<file path="src/rtl/tff_ctrl_pkg.sv">
// Shared types for the T-flip-flop register controller: FSM states, op codes, round-robin helpers.
// Optional shift operation is enabled with TREG_SHIFT_EN.
package tff_ctrl_pkg;

  typedef enum logic [1:0] {IDLE, GRANT, APPLY, ACK} state_e;
  typedef enum logic [1:0] {OP_LD, OP_CNT, OP_SH} op_e;

  localparam op_e RR_RST = OP_LD;

`ifdef TREG_SHIFT_EN
  localparam int NUM_REQ = 3;
`else
  localparam int NUM_REQ = 2;
`endif

  function automatic op_e rr_next(op_e w);
    if (int'(w) == NUM_REQ - 1) return OP_LD;
    else return op_e'(w + 2'd1);
  endfunction

  function automatic logic req_of(logic [NUM_REQ-1:0] req, op_e op);
    logic r = 1'b0;
    for (int i = 0; i < NUM_REQ; i++)
      if (op == op_e'(i[1:0])) r = req[i];
    return r;
  endfunction

  // Walk from the favoured requester in round-robin order; first active one wins.
  function automatic op_e rr_pick(logic [NUM_REQ-1:0] req, op_e ptr);
    op_e  cand  = ptr;
    op_e  w     = ptr;
    logic found = 1'b0;
    for (int i = 0; i < NUM_REQ; i++) begin
      if (!found && req_of(req, cand)) begin
        w     = cand;
        found = 1'b1;
      end
      cand = rr_next(cand);
    end
    return w;
  endfunction

endpackage

</file>
<file path="src/rtl/t_ff_cell.sv">
// Single T flip-flop: toggles when t is high, synchronous active-high clear.
module t_ff_cell (
  input  logic clk,
  input  logic clr,
  input  logic t,
  output logic q,
  output logic qbar
);

  logic q_q, q_d;

  always_comb q_d = q_q ^ t;

  always_ff @(posedge clk) begin
    if (clr) q_q <= 1'b0;
    else     q_q <= q_d;
  end

  assign q    = q_q;
  assign qbar = ~q_q;

endmodule

</file>
<file path="src/rtl/tff_reg_ctrl.sv">
// Round-robin controller turning load/increment requests into toggle vectors for a T-FF register.
// Define TREG_SHIFT_EN to add a third requester (shift right, sh_in enters at the MSB).
module tff_reg_ctrl
  import tff_ctrl_pkg::*;
#(
  parameter int WIDTH = 4
) (
  input  logic             clk,
  input  logic             clr,
  input  logic             ld_req,
  input  logic [WIDTH-1:0] ld_data,
  output logic             ld_ack,
  input  logic             cnt_req,
  output logic             cnt_ack,
`ifdef TREG_SHIFT_EN
  input  logic             sh_req,
  input  logic             sh_in,
  output logic             sh_ack,
`endif
  output logic [WIDTH-1:0] q,
  output logic [WIDTH-1:0] qbar,
  output logic [WIDTH-1:0] t_vec,
  output logic             busy
);

  state_e             state_q, state_d;
  op_e                op_q, op_d;
  op_e                rr_q, rr_d;
  logic [WIDTH-1:0]   ld_data_q, ld_data_d;
  logic [WIDTH-1:0]   t_reg_q, t_reg_d;
  logic [NUM_REQ-1:0] req_vec;
  logic [WIDTH-1:0]   t_inc;
  logic               carry;
`ifdef TREG_SHIFT_EN
  logic               sh_in_q, sh_in_d;

  assign req_vec = {sh_req, cnt_req, ld_req};
`else
  assign req_vec = {cnt_req, ld_req};
`endif

  // Increment toggles: bit i flips when all lower bits are 1 (all-ones wraps to zero).
  always_comb begin
    t_inc = '0;
    carry = 1'b1;
    for (int i = 0; i < WIDTH; i++) begin
      t_inc[i] = carry;
      carry    = carry & q[i];
    end
  end

  always_comb begin
    state_d   = state_q;
    op_d      = op_q;
    rr_d      = rr_q;
    ld_data_d = ld_data_q;
    t_reg_d   = t_reg_q;
`ifdef TREG_SHIFT_EN
    sh_in_d   = sh_in_q;
`endif
    case (state_q)
      IDLE: begin
        if (|req_vec) begin
          op_d      = rr_pick(req_vec, rr_q);
          rr_d      = rr_next(op_d);
          ld_data_d = ld_data;
`ifdef TREG_SHIFT_EN
          sh_in_d   = sh_in;
`endif
          state_d   = GRANT;
        end
      end
      GRANT: begin
        case (op_q)
          OP_LD:   t_reg_d = ld_data_q ^ q;
          OP_CNT:  t_reg_d = t_inc;
`ifdef TREG_SHIFT_EN
          OP_SH:   t_reg_d = {sh_in_q, q[WIDTH-1:1]} ^ q;
`endif
          default: t_reg_d = '0;
        endcase
        state_d = APPLY;
      end
      APPLY:   state_d = ACK;
      ACK:     state_d = IDLE;
      default: state_d = IDLE;
    endcase
  end

  always_ff @(posedge clk) begin
    if (clr) begin
      state_q   <= IDLE;
      op_q      <= OP_LD;
      rr_q      <= RR_RST;
      ld_data_q <= '0;
      t_reg_q   <= '0;
`ifdef TREG_SHIFT_EN
      sh_in_q   <= 1'b0;
`endif
    end else begin
      state_q   <= state_d;
      op_q      <= op_d;
      rr_q      <= rr_d;
      ld_data_q <= ld_data_d;
      t_reg_q   <= t_reg_d;
`ifdef TREG_SHIFT_EN
      sh_in_q   <= sh_in_d;
`endif
    end
  end

  // The bank only sees toggles during APPLY, so q changes on APPLY's closing edge.
  assign t_vec   = (state_q == APPLY) ? t_reg_q : '0;
  assign busy    = (state_q != IDLE);
  assign ld_ack  = (state_q == ACK) && (op_q == OP_LD);
  assign cnt_ack = (state_q == ACK) && (op_q == OP_CNT);
`ifdef TREG_SHIFT_EN
  assign sh_ack  = (state_q == ACK) && (op_q == OP_SH);
`endif

  for (genvar i = 0; i < WIDTH; i++) begin : g_cell
    t_ff_cell u_cell (
      .clk  (clk),
      .clr  (clr),
      .t    (t_vec[i]),
      .q    (q[i]),
      .qbar (qbar[i])
    );
  end

endmodule

</file>
<file path="config.mk">
export PLATFORM = sky130hd
export DESIGN_NAME = tff_reg_ctrl
export DESIGN_NICKNAME = d
export VERILOG_FILES = /design/src/rtl/tff_ctrl_pkg.sv /design/src/rtl/t_ff_cell.sv /design/src/rtl/tff_reg_ctrl.sv
export SDC_FILE = /design/constraint.sdc
export NUM_CORES = 1
export LEC_CHECK = 0
export ABC_AREA = 1
export CORE_MARGIN = 1.5
export CORE_UTILIZATION = 52
export DETAILED_ROUTE_END_ITERATION = 8
export PLACE_DENSITY = 0.81
export SYNTH_ARGS = -nofsm -noshare
export SYNTH_HDL_FRONTEND = slang
export SYNTH_SLANG_ARGS = --single-unit
export TNS_END_PERCENT = 5
</file>
<file path="constraint.sdc">
create_clock -name clk -period 2.23 [get_ports clk]
set_input_delay 0.446 -clock clk [delete_from_list [all_inputs] [get_ports clk]]
set_output_delay 0.446 -clock clk [all_outputs]
set_load 0.005 [all_outputs]
</file>
==> results_tabular.tex, run 1 <==
\begin{tabular}{lr}
\hline
Metric & Value \\
\hline
\multicolumn{2}{l}{\textbf{Outcome}} \\
Result of the run & finished, final reports clean \\
\multicolumn{2}{l}{\textbf{Critical path}} \\
Length in cells of the worst reg-to-reg path & 7 \\
Crit Reg-Reg Endpoint & op\_q[0] \\
Required @ worst endpoint & 1780 ps \\
Worst setup SP type & flip-flop \\
Arrival time worst endpoint & 1660 ps \\
Max FO, Critical Path & 4 \\
Kind of critical path & flip-flop to output port \\
Crit path capture type & output port \\
Minimum setup slack among reg-to-reg paths & 880 ps \\
Launch point of the worst reg-to-reg path & state\_q[1] \\
\multicolumn{2}{l}{\textbf{Synthesis}} \\
Yosys warnings & 0 \\
Synthesized area & 975 um\^{}2 \\
Synthesized instance count & 136 \\
Mean Syn Cell Area & 7.17 um\^{}2 \\
Count of cell types in the netlist & 18 \\
Synthesized Nets & 149 \\
Sequential-to-total area share from yosys stat & 37.0\% \\
Register bit count reported by yosys & 18 \\
\multicolumn{2}{l}{\textbf{Hold path}} \\
WHS Path Cells & 2 \\
Launch point of the worst hold path & t\_reg\_q[0] \\
Worst-case hold path end point & t\_reg\_q[0] \\
Tightest Hold Check Type & flip-flop to flip-flop \\
\multicolumn{2}{l}{\textbf{Routing}} \\
DRC violations left & 0 \\
Via count normalized by instance count & 4.93 \\
Number of nets with antenna violations after detailed routing & 0 \\
Via count & 853 \\
Wire length after detailed routing & 1980 um \\
Starting DRC count in detailed routing & 15 \\
Detailed-route wire length per cell & 11.5 um \\
First-pass DRT Iterations & 4 \\
\multicolumn{2}{l}{\textbf{Power and ir drop}} \\
Combinational cell fraction of total power & 38.4\% \\
Switching power as a share of total power & 37.5\% \\
LEAKAGE & 0.000505 uW \\
Internal power & 673 uW \\
Psw & 403 uW \\
Clock power share & 19.1\% \\
Sequential group share of total power & 42.4\% \\
Highest ir drop seen on vdd & 0.538 mV \\
Total power per unit cell area & 922 nW/um\^{}2 \\
\multicolumn{2}{l}{\textbf{Timing}} \\
Share of the clock period used by the worst path & 94.5\% \\
Slew of the pin with the lowest slew margin & 393 ps \\
Count of final setup violators & 0 \\
Highest clock rate & 474 MHz \\
Clock Skews & 6.06 ps \\
Final hold violation count & 0 \\
Worst slack on hold paths & 475 ps \\
Final-report max-slew violation count & 0 \\
Total Neg Setup Slack & 0 ps \\
Time the final worst path needs with I/O delays and setup & 2110 ps \\
Worst slew slack as a fraction of its limit & 73.8\% \\
RSZ-0062 raised after global routing & false \\
\multicolumn{2}{l}{\textbf{CTS}} \\
Inserted Clock Buffers & 3 \\
TritonCTS clock tree & done \\
Count of cells resized by post-cts repair & 0 \\
Count of buffers added by post-CTS timing repair for setup & 0 \\
Root buffer cell & clkbuf\_4 \\
Number of sinks on the clock net & 18 \\
H-tree levels & 1 \\
Hold buffer count at cts & 0 \\
Clock transition at path regs & 110 ps \\
Clock latency on the worst-skew pair & 300 ps \\
Maximum clock path buffer count & 2 \\
\multicolumn{2}{l}{\textbf{Final layout}} \\
\# diodes & 0 \\
Fraction of final layout cells sized beyond drive strength 1 & 9.46\% \\
Layout Area Growth over Synthesis & 19.8\% \\
Finished Core Util & 66.9\% \\
Final Instance Count excl. Fillers & 173 \\
Leading cell type in the layout, fill and taps excluded & nand2\_1 \\
Final nets & 162 \\
Leading cell types in the layout, fill and taps excluded & nand2\_1 (26), clkdlybuf4s50\_1 (22), inv\_1 (20) \\
\multicolumn{2}{l}{\textbf{Floorplanning}} \\
CORE AREA & 1750 um\^{}2 \\
Width of the chip & 46.3 um \\
Floorplan row count & 15 \\
Floorplan die area & 2140 um\^{}2 \\
Floorplan die height & 46.3 um \\
Boundary pin count & 23 \\
Initial Util & 55.8\% \\
\multicolumn{2}{l}{\textbf{Placement}} \\
Port Buffer Count & 22 \\
Final HPWL DP & 1480 um \\
Cells after DPL & 169 \\
Final RePlAce weighted congestion & 0.776 \\
\multicolumn{2}{l}{\textbf{GRT}} \\
Number of global-route vias before repair & 752 \\
Remaining global-route overflow & 0 \\
Overall routing resource usage & 21.0\% \\
Largest net degree at the start of global routing & 14 \\
Initial antenna violation count & 0 \\
Wire length of the first global-routing pass & 3120 um \\
\multicolumn{2}{l}{\textbf{Job}} \\
Reported max-cap violation count & 0 \\
\hline
\end{tabular}
-- cell usage after synthesis (all sizes together) --
master  number  area share (%)
nand2       28              11
inv         23             8.9
dfxtp       18              37
buf         14              11
a21oi       13             7.1
o21ai       12             6.2
nand3        8             4.1
nor2         8             4.1
ha           5             6.4
nor3         5             2.6
a31oi        2             1.3
-- worst max-delay path by stage --
| stage | startpoint | endpoint | slack, ps | depth (start not counted) |
|---|---|---|---|---|
| after detailed placement | state_q[0] | t_vec[3] | 400 | 5 |
| after global placement | state_q[0] | t_vec[3] | 450 | 5 |
| after global routing | state_q[1] | busy | 40 | 4 |
| after CTS | state_q[0] | t_vec[3] | 60 | 5 |
| after floorplan | state_q[0] | t_vec[0] | 860 | 5 |
| final | state_q[1] | busy | 120 | 4 |
-- sequential cells by signal, indices dropped and copies added (netlist names) --
| signal | flops |
|---|---|
| g_cell.u_cell.q | 4 |
| ld_data_q | 4 |
| op_q | 2 |
| rr_q | 2 |
| state_q | 2 |
| t_reg_q | 4 |
-- power groups by stage --
stage	sequential (uW)	combinational [uW]	clock, uW
after floorplan	443	304	0
after global placement	451	386	0
after detailed placement	459	400	0
after CTS	451	405	214
after global routing	467	473	224
final	457	413	206
-- layout make-up --
| type | count | area (um^2) |
|---|---|---|
| Timing Repair Buffer | 22 | 220 |
| Clock buffer | 4 | 36.3 |
| Tap cell | 25 | 31.3 |
| Multi-Input combinational cell | 81 | 432 |
| Inverter | 23 | 86.3 |
| Sequential cell | 18 | 362 |
| Fill cell | 162 | 578 |
-- critical path: stages (launching register included) --
cell and delay [ps]:
dfxtp_1 420, inv_1 110, ha_1 220, inv_1 100, clkdlybuf4s50_1 510
-- per-stage QoR --
stage               total power [uW]  instance area [um^2]  worst slack [ps]
finish                          1080                  1170               122
global route                    1160                  1170              40.3
global placement                 836                  1120               454
floorplan                        747                   975               864
CTS                             1070                  1150              60.4
detailed placement               859                  1120               401
-- cells by family after synthesis --
group                      Yosys count  share of synthesized area (%)
DFF                                 18                           37.0
buffers and inverters               37                           20.0
AOI/OAI and AO/OA                   27                           14.5
adders and majority gates            5                           6.42
and+or+nand+nor                     49                           22.1
-- per-layer routing --
metal  global-route usage (%)  routed length (um)  vias up
met1                     24.9                 840      387
met5                        0                   0        -
met2                     34.4                1030       20
met3                     3.53                  56        5
met4                     13.7                  53        0
li1                         -                   -      441
Note: power is estimated with default switching activity, not from simulation.
==> run 2, diff against run 1 <==
- PLACE_DENSITY: 0.81 -> 0.87
==> run 2 against run 1 <==
Compared with the run above:
- via count is 2.0% lower
- hold slack better by 2.8 ps
- count of clock-buffer cells in the layout stayed put
- wire length is 4.2% lower
- clock power is 3% lower
- largest cell class unchanged
- highest routed layer unchanged
==> results_tabular.tex, run 2 (synthesis gave the netlist of run 1 again) <==
\begin{tabular}{lr}
\hline
Metric & Value \\
\hline
\multicolumn{2}{l}{\textbf{Outcome}} \\
Result of the run & finished, final reports clean \\
\multicolumn{2}{l}{\textbf{Placement}} \\
Final RePlAce weighted congestion & 0.822 \\
Final HPWL DP & 1440 um \\
Port Buffer Count & 22 \\
\multicolumn{2}{l}{\textbf{Power and ir drop}} \\
LEAKAGE & 0.000503 uW \\
Highest ir drop seen on vdd & 0.597 mV \\
Total power per unit cell area & 914 nW/um\^{}2 \\
\multicolumn{2}{l}{\textbf{Routing}} \\
Via count normalized by instance count & 4.83 \\
Wire length after detailed routing & 1900 um \\
First-pass DRT Iterations & 2 \\
Starting DRC count in detailed routing & 9 \\
Via count & 836 \\
Number of nets with antenna violations after detailed routing & 0 \\
DRC violations left & 0 \\
Detailed-route wire length per cell & 11.0 um \\
\multicolumn{2}{l}{\textbf{Critical path}} \\
Crit-path cells & inv\_1 > ha\_2 > nand2\_1 > inv\_1 > clkdlybuf4s50\_1 \\
Arrival time worst endpoint & 1670 ps \\
Required @ worst endpoint & 1780 ps \\
Crit path capture type & output port \\
Worst setup SP type & flip-flop \\
Count of buffering cells on the critical path with inverters included & 3 \\
Max FO, Critical Path & 5 \\
Worst path top cell family by delay & buffers and inverters \\
Critical path's most frequent cell & inv\_1 \\
Slowest cell delay on critical path & 490 ps \\
Worst-path cell with the longest stage delay & clkdlybuf4s50\_1 \\
Kind of critical path & flip-flop to output port \\
\multicolumn{2}{l}{\textbf{Final layout}} \\
Final nets & 162 \\
Layout Area Growth over Synthesis & 18.6\% \\
Fraction of final layout cells sized beyond drive strength 1 & 8.78\% \\
Leading cell type in the layout, fill and taps excluded & nand2\_1 \\
Area used by multi-input combinational logic & 422 um\^{}2 \\
Leading cell types in the layout, fill and taps excluded & nand2\_1 (26), clkdlybuf4s50\_1 (22), inv\_1 (20) \\
\# diodes & 0 \\
Number of filler instances in the final layout & 161 \\
Area used by sequential logic in the layout & 360 um\^{}2 \\
\multicolumn{2}{l}{\textbf{GRT}} \\
Wire length of the first global-routing pass & 3120 um \\
Most congested layer reported by global routing & met2 \\
GR Layer Usage met1 & 23.9\% \\
Met3 demand-to-capacity share in global routing & 3.92\% \\
Initial antenna violation count & 0 \\
Largest net degree at the start of global routing & 14 \\
Overall routing resource usage & 20.4\% \\
Number of global-route vias before repair & 745 \\
Met2 usage in global routing & 35.6\% \\
Remaining global-route overflow & 0 \\
\multicolumn{2}{l}{\textbf{Hold path}} \\
Tightest Hold Check Type & flip-flop to flip-flop \\
\multicolumn{2}{l}{\textbf{Floorplanning}} \\
Floorplan row count & 15 \\
CORE AREA & 1750 um\^{}2 \\
Floorplan die area & 2140 um\^{}2 \\
Floorplan die height & 46.3 um \\
Boundary pin count & 23 \\
Initial Util & 55.8\% \\
Width of the chip & 46.3 um \\
\multicolumn{2}{l}{\textbf{Timing}} \\
Final hold violation count & 0 \\
Highest clock rate & 472 MHz \\
Time the final worst path needs with I/O delays and setup & 2120 ps \\
Total Neg Setup Slack & 0 ps \\
Clock Skews & 2.18 ps \\
Count of final setup violators & 0 \\
Share of the clock period used by the worst path & 95.1\% \\
Final-report max-slew violation count & 0 \\
Slew of the pin with the lowest slew margin & 375 ps \\
Worst slack on hold paths & 478 ps \\
RSZ-0062 raised after global routing & false \\
Worst slew slack as a fraction of its limit & 75.0\% \\
\multicolumn{2}{l}{\textbf{CTS}} \\
H-tree levels & 1 \\
Count of cells resized by post-cts repair & 0 \\
Maximum clock path buffer count & 2 \\
Clock latency on the worst-skew pair & 290 ps \\
Root buffer cell & clkbuf\_4 \\
Number of sinks on the clock net & 18 \\
Count of buffers added by post-CTS timing repair for setup & 0 \\
TritonCTS clock tree & done \\
Clock transition at path regs & 100 ps \\
Inserted Clock Buffers & 3 \\
Hold buffer count at cts & 0 \\
\multicolumn{2}{l}{\textbf{Job}} \\
Reported max-cap violation count & 0 \\
\hline
\end{tabular}
==> run 2: changes by cell type in the layout (fill, tap and decap cells not counted) <==
| cell | change |
|---|---|
| dfxtp_1 | +1 |
| dfxtp_2 | -1 |
| ha_2 | +1 |
| ha_4 | -1 |
==> run 2: layer usage <==
| layer | routed length, um | vias up |
|---|---|---|
| li1 | - | 443 |
| met1 | 856 | 374 |
| met2 | 958 | 15 |
| met3 | 56 | 4 |
| met4 | 27 | 0 |
| met5 | 0 | - |
==> run 2: metrics by stage <==
stage | instances | power [uW] | setup WS, ps | cell area, um^2 | util (%)
2_1_floorplan | 136 | 747 | 864 | 975 | -
3_3_place_gp | 169 | 835 | 456 | 1120 | 64.0
3_5_place_dp | 169 | 856 | 410 | 1120 | 64.0
4_1_cts | 173 | 1060 | 63.4 | 1150 | 66.1
5_1_grt | 173 | 1140 | 11.3 | 1160 | 66.2
6_report | 173 | 1060 | 110 | 1160 | 66.2
==> run 2: layout make-up <==
type / count / share of cell area, %
multi-input cells: 81 / 36.5
flip-flops and latches: 18 / 31.2
repair buffers: 22 / 19.0
inverters: 23 / 7.47
clock buffers: 4 / 3.14
well taps: 25 / 2.71
==> run 2: report_power, final <==
part | switching (uW) | internal (uW)
combinational | 236 | 173
sequential | 53.6 | 395
clock | 100 | 99.6
==> run 2: worst paths after layout <==
check          startpoint      endpoint  slack (ps)  cells past startpoint
min          ld_data_q[1]  ld_data_q[1]         480                      2
max            state_q[0]      t_vec[3]         110                      5
max reg2reg    state_q[0]       op_q[0]         900                      7
min reg2reg  ld_data_q[1]  ld_data_q[1]         480                      2
==> run 2: worst reg2reg max path, stage by stage, from the launching register on <==
cell and delay [ps]:
dfxtp_1 400, inv_1 100, ha_1 230, nand2_2 210
inv_2 80, nand3_1 110, nand2_1 50, nor2_1 80
==> run 3, diff against run 2 <==
- GPL_TIMING_DRIVEN: default -> 0
==> run 3 against run 2 <==
Compared with the run above:
- global-route usage up 1.6 points
- setup slack better by 6.1 ps
- first-iteration DRC count is 89% higher
- non-clock buffer count increased by 14
- final cell count up 8.1%
- total power is 6.4% higher
- largest power group unchanged
==> results_tabular.tex, run 3 (synthesis gave the netlist of run 1 again) <==
\begin{tabular}{lr}
\hline
Metric & Value \\
\hline
\multicolumn{2}{l}{\textbf{Floorplanning}} \\
Boundary pin count & 23 \\
Initial Util & 55.8\% \\
Width of the chip & 46.3 um \\
CORE AREA & 1750 um\^{}2 \\
Floorplan die area & 2140 um\^{}2 \\
Floorplan row count & 15 \\
Floorplan die height & 46.3 um \\
\multicolumn{2}{l}{\textbf{Power and ir drop}} \\
Total power per unit cell area & 881 nW/um\^{}2 \\
Switching power as a share of total power & 36.9\% \\
Clock power share & 19.1\% \\
Combinational cell fraction of total power & 40.4\% \\
Psw & 415 uW \\
Internal power & 709 uW \\
Sequential group share of total power & 40.6\% \\
Highest ir drop seen on vdd & 0.525 mV \\
LEAKAGE & 0.000576 uW \\
\multicolumn{2}{l}{\textbf{Critical path}} \\
Worst setup SP type & flip-flop \\
Max FO, Critical Path & 5 \\
Crit path capture type & output port \\
Slowest cell delay on critical path & 480 ps \\
Crit-path cells & inv\_2 > ha\_4 > nand2\_1 > inv\_1 > buf\_4 > clkdlybuf4s50\_1 \\
Worst path top cell family by delay & buffers and inverters \\
Count of buffering cells on the critical path with inverters included & 4 \\
Arrival time worst endpoint & 1670 ps \\
Kind of critical path & flip-flop to output port \\
Required @ worst endpoint & 1780 ps \\
Worst-path cell with the longest stage delay & clkdlybuf4s50\_1 \\
\multicolumn{2}{l}{\textbf{Timing}} \\
Final hold violation count & 0 \\
Time the final worst path needs with I/O delays and setup & 2110 ps \\
Share of the clock period used by the worst path & 94.8\% \\
Final-report max-slew violation count & 0 \\
RSZ-0062 raised after global routing & false \\
Clock Skews & 3.31 ps \\
Count of final setup violators & 0 \\
Final worst-path setup slack & 116 ps \\
Total Neg Setup Slack & 0 ps \\
Worst slew slack as a fraction of its limit & 82.2\% \\
Highest clock rate & 473 MHz \\
Slew of the pin with the lowest slew margin & 265 ps \\
Worst slack on hold paths & 479 ps \\
\multicolumn{2}{l}{\textbf{GRT}} \\
Initial antenna violation count & 0 \\
Largest net degree at the start of global routing & 11 \\
Overall routing resource usage & 22.0\% \\
Remaining global-route overflow & 0 \\
Number of global-route vias before repair & 855 \\
Wire length of the first global-routing pass & 3350 um \\
\multicolumn{2}{l}{\textbf{Routing}} \\
Via count & 921 \\
Wire length after detailed routing & 2030 um \\
Starting DRC count in detailed routing & 17 \\
Via count normalized by instance count & 4.93 \\
First-pass DRT Iterations & 4 \\
DRC violations left & 0 \\
Detailed-route wire length per cell & 10.9 um \\
Number of nets with antenna violations after detailed routing & 0 \\
\multicolumn{2}{l}{\textbf{Final layout}} \\
Number of filler instances in the final layout & 156 \\
Fraction of final layout cells sized beyond drive strength 1 & 17.9\% \\
\# diodes & 0 \\
Leading cell type in the layout, fill and taps excluded & nand2\_1 \\
Finished Core Util & 73.1\% \\
Layout Area Growth over Synthesis & 30.9\% \\
Leading cell types in the layout, fill and taps excluded & nand2\_1 (26), clkdlybuf4s50\_1 (22), inv\_1 (19) \\
Final nets & 176 \\
\multicolumn{2}{l}{\textbf{Placement}} \\
Post-Place Setup Slack & 308 ps \\
Final HPWL DP & 1510 um \\
Final RePlAce weighted congestion & 0.813 \\
Port Buffer Count & 22 \\
\multicolumn{2}{l}{\textbf{Outcome}} \\
Result of the run & finished, final reports clean \\
\multicolumn{2}{l}{\textbf{CTS}} \\
Inserted Clock Buffers & 3 \\
TritonCTS clock tree & done \\
Hold buffer count at cts & 0 \\
Root buffer cell & clkbuf\_4 \\
Clock transition at path regs & 110 ps \\
H-tree levels & 1 \\
Number of sinks on the clock net & 18 \\
Maximum clock path buffer count & 2 \\
Count of buffers added by post-CTS timing repair for setup & 0 \\
Count of cells resized by post-cts repair & 1 \\
Clock latency on the worst-skew pair & 310 ps \\
\multicolumn{2}{l}{\textbf{Hold path}} \\
Tightest Hold Check Type & flip-flop to flip-flop \\
\multicolumn{2}{l}{\textbf{Job}} \\
Reported max-cap violation count & 0 \\
\hline
\end{tabular}
[run 3: power by group through the flow]
stage,registers (uW),logic [uW],clock network (uW)
2_1_floorplan,443,304,0
3_3_place_gp,452,423,0
3_5_place_dp,456,440,0
4_1_cts,449,443,211
5_1_grt,465,508,227
6_report,456,454,214
[run 3: layout make-up]
cell class / count / area (um^2) / share of cell area [%]
repair buffers: 22 / 220 / 17.3
inverters: 23 / 86.3 / 6.76
well taps: 25 / 31.3 / 2.45
flip-flops and latches: 18 / 362 / 28.3
plain buffers: 14 / 109 / 8.53
clock buffers: 4 / 36.3 / 2.84
multi-input cells: 81 / 432 / 33.8
[run 3: per-layer routing]
layer  up-vias  GRT usage, %  part of all wire, %
met5         -             0                    0
met4         0          10.9                  2.5
met3         7          6.67                  4.7
met2        24          38.1                   50
met1       419          24.0                   42
li1        471             -                    -
[run 3: worst reg2reg max path: stages (launching register included)]
cell	delay (ps)
dfxtp_1	360
inv_1	130
ha_1	270
inv_1	120
nor2_1	100
nand2_1	60
a21oi_1	120
[run 3: final timing paths]
kind | start | endpoint | slack, ps | cells after the start
max | state_q[0] | t_vec[0] | 120 | 6
max reg2reg | state_q[1] | t_reg_q[0] | 1000 | 6
min | ld_data_q[0] | ld_data_q[0] | 480 | 2
min reg2reg | ld_data_q[0] | ld_data_q[0] | 480 | 2
[run 3: metrics by stage]
stage	area [um^2]	cells	power [uW]
finish	1280	187	1120
global route	1280	187	1200
CTS	1260	187	1100
detailed placement	1230	183	896
global placement	1230	183	875
floorplan	975	136	747
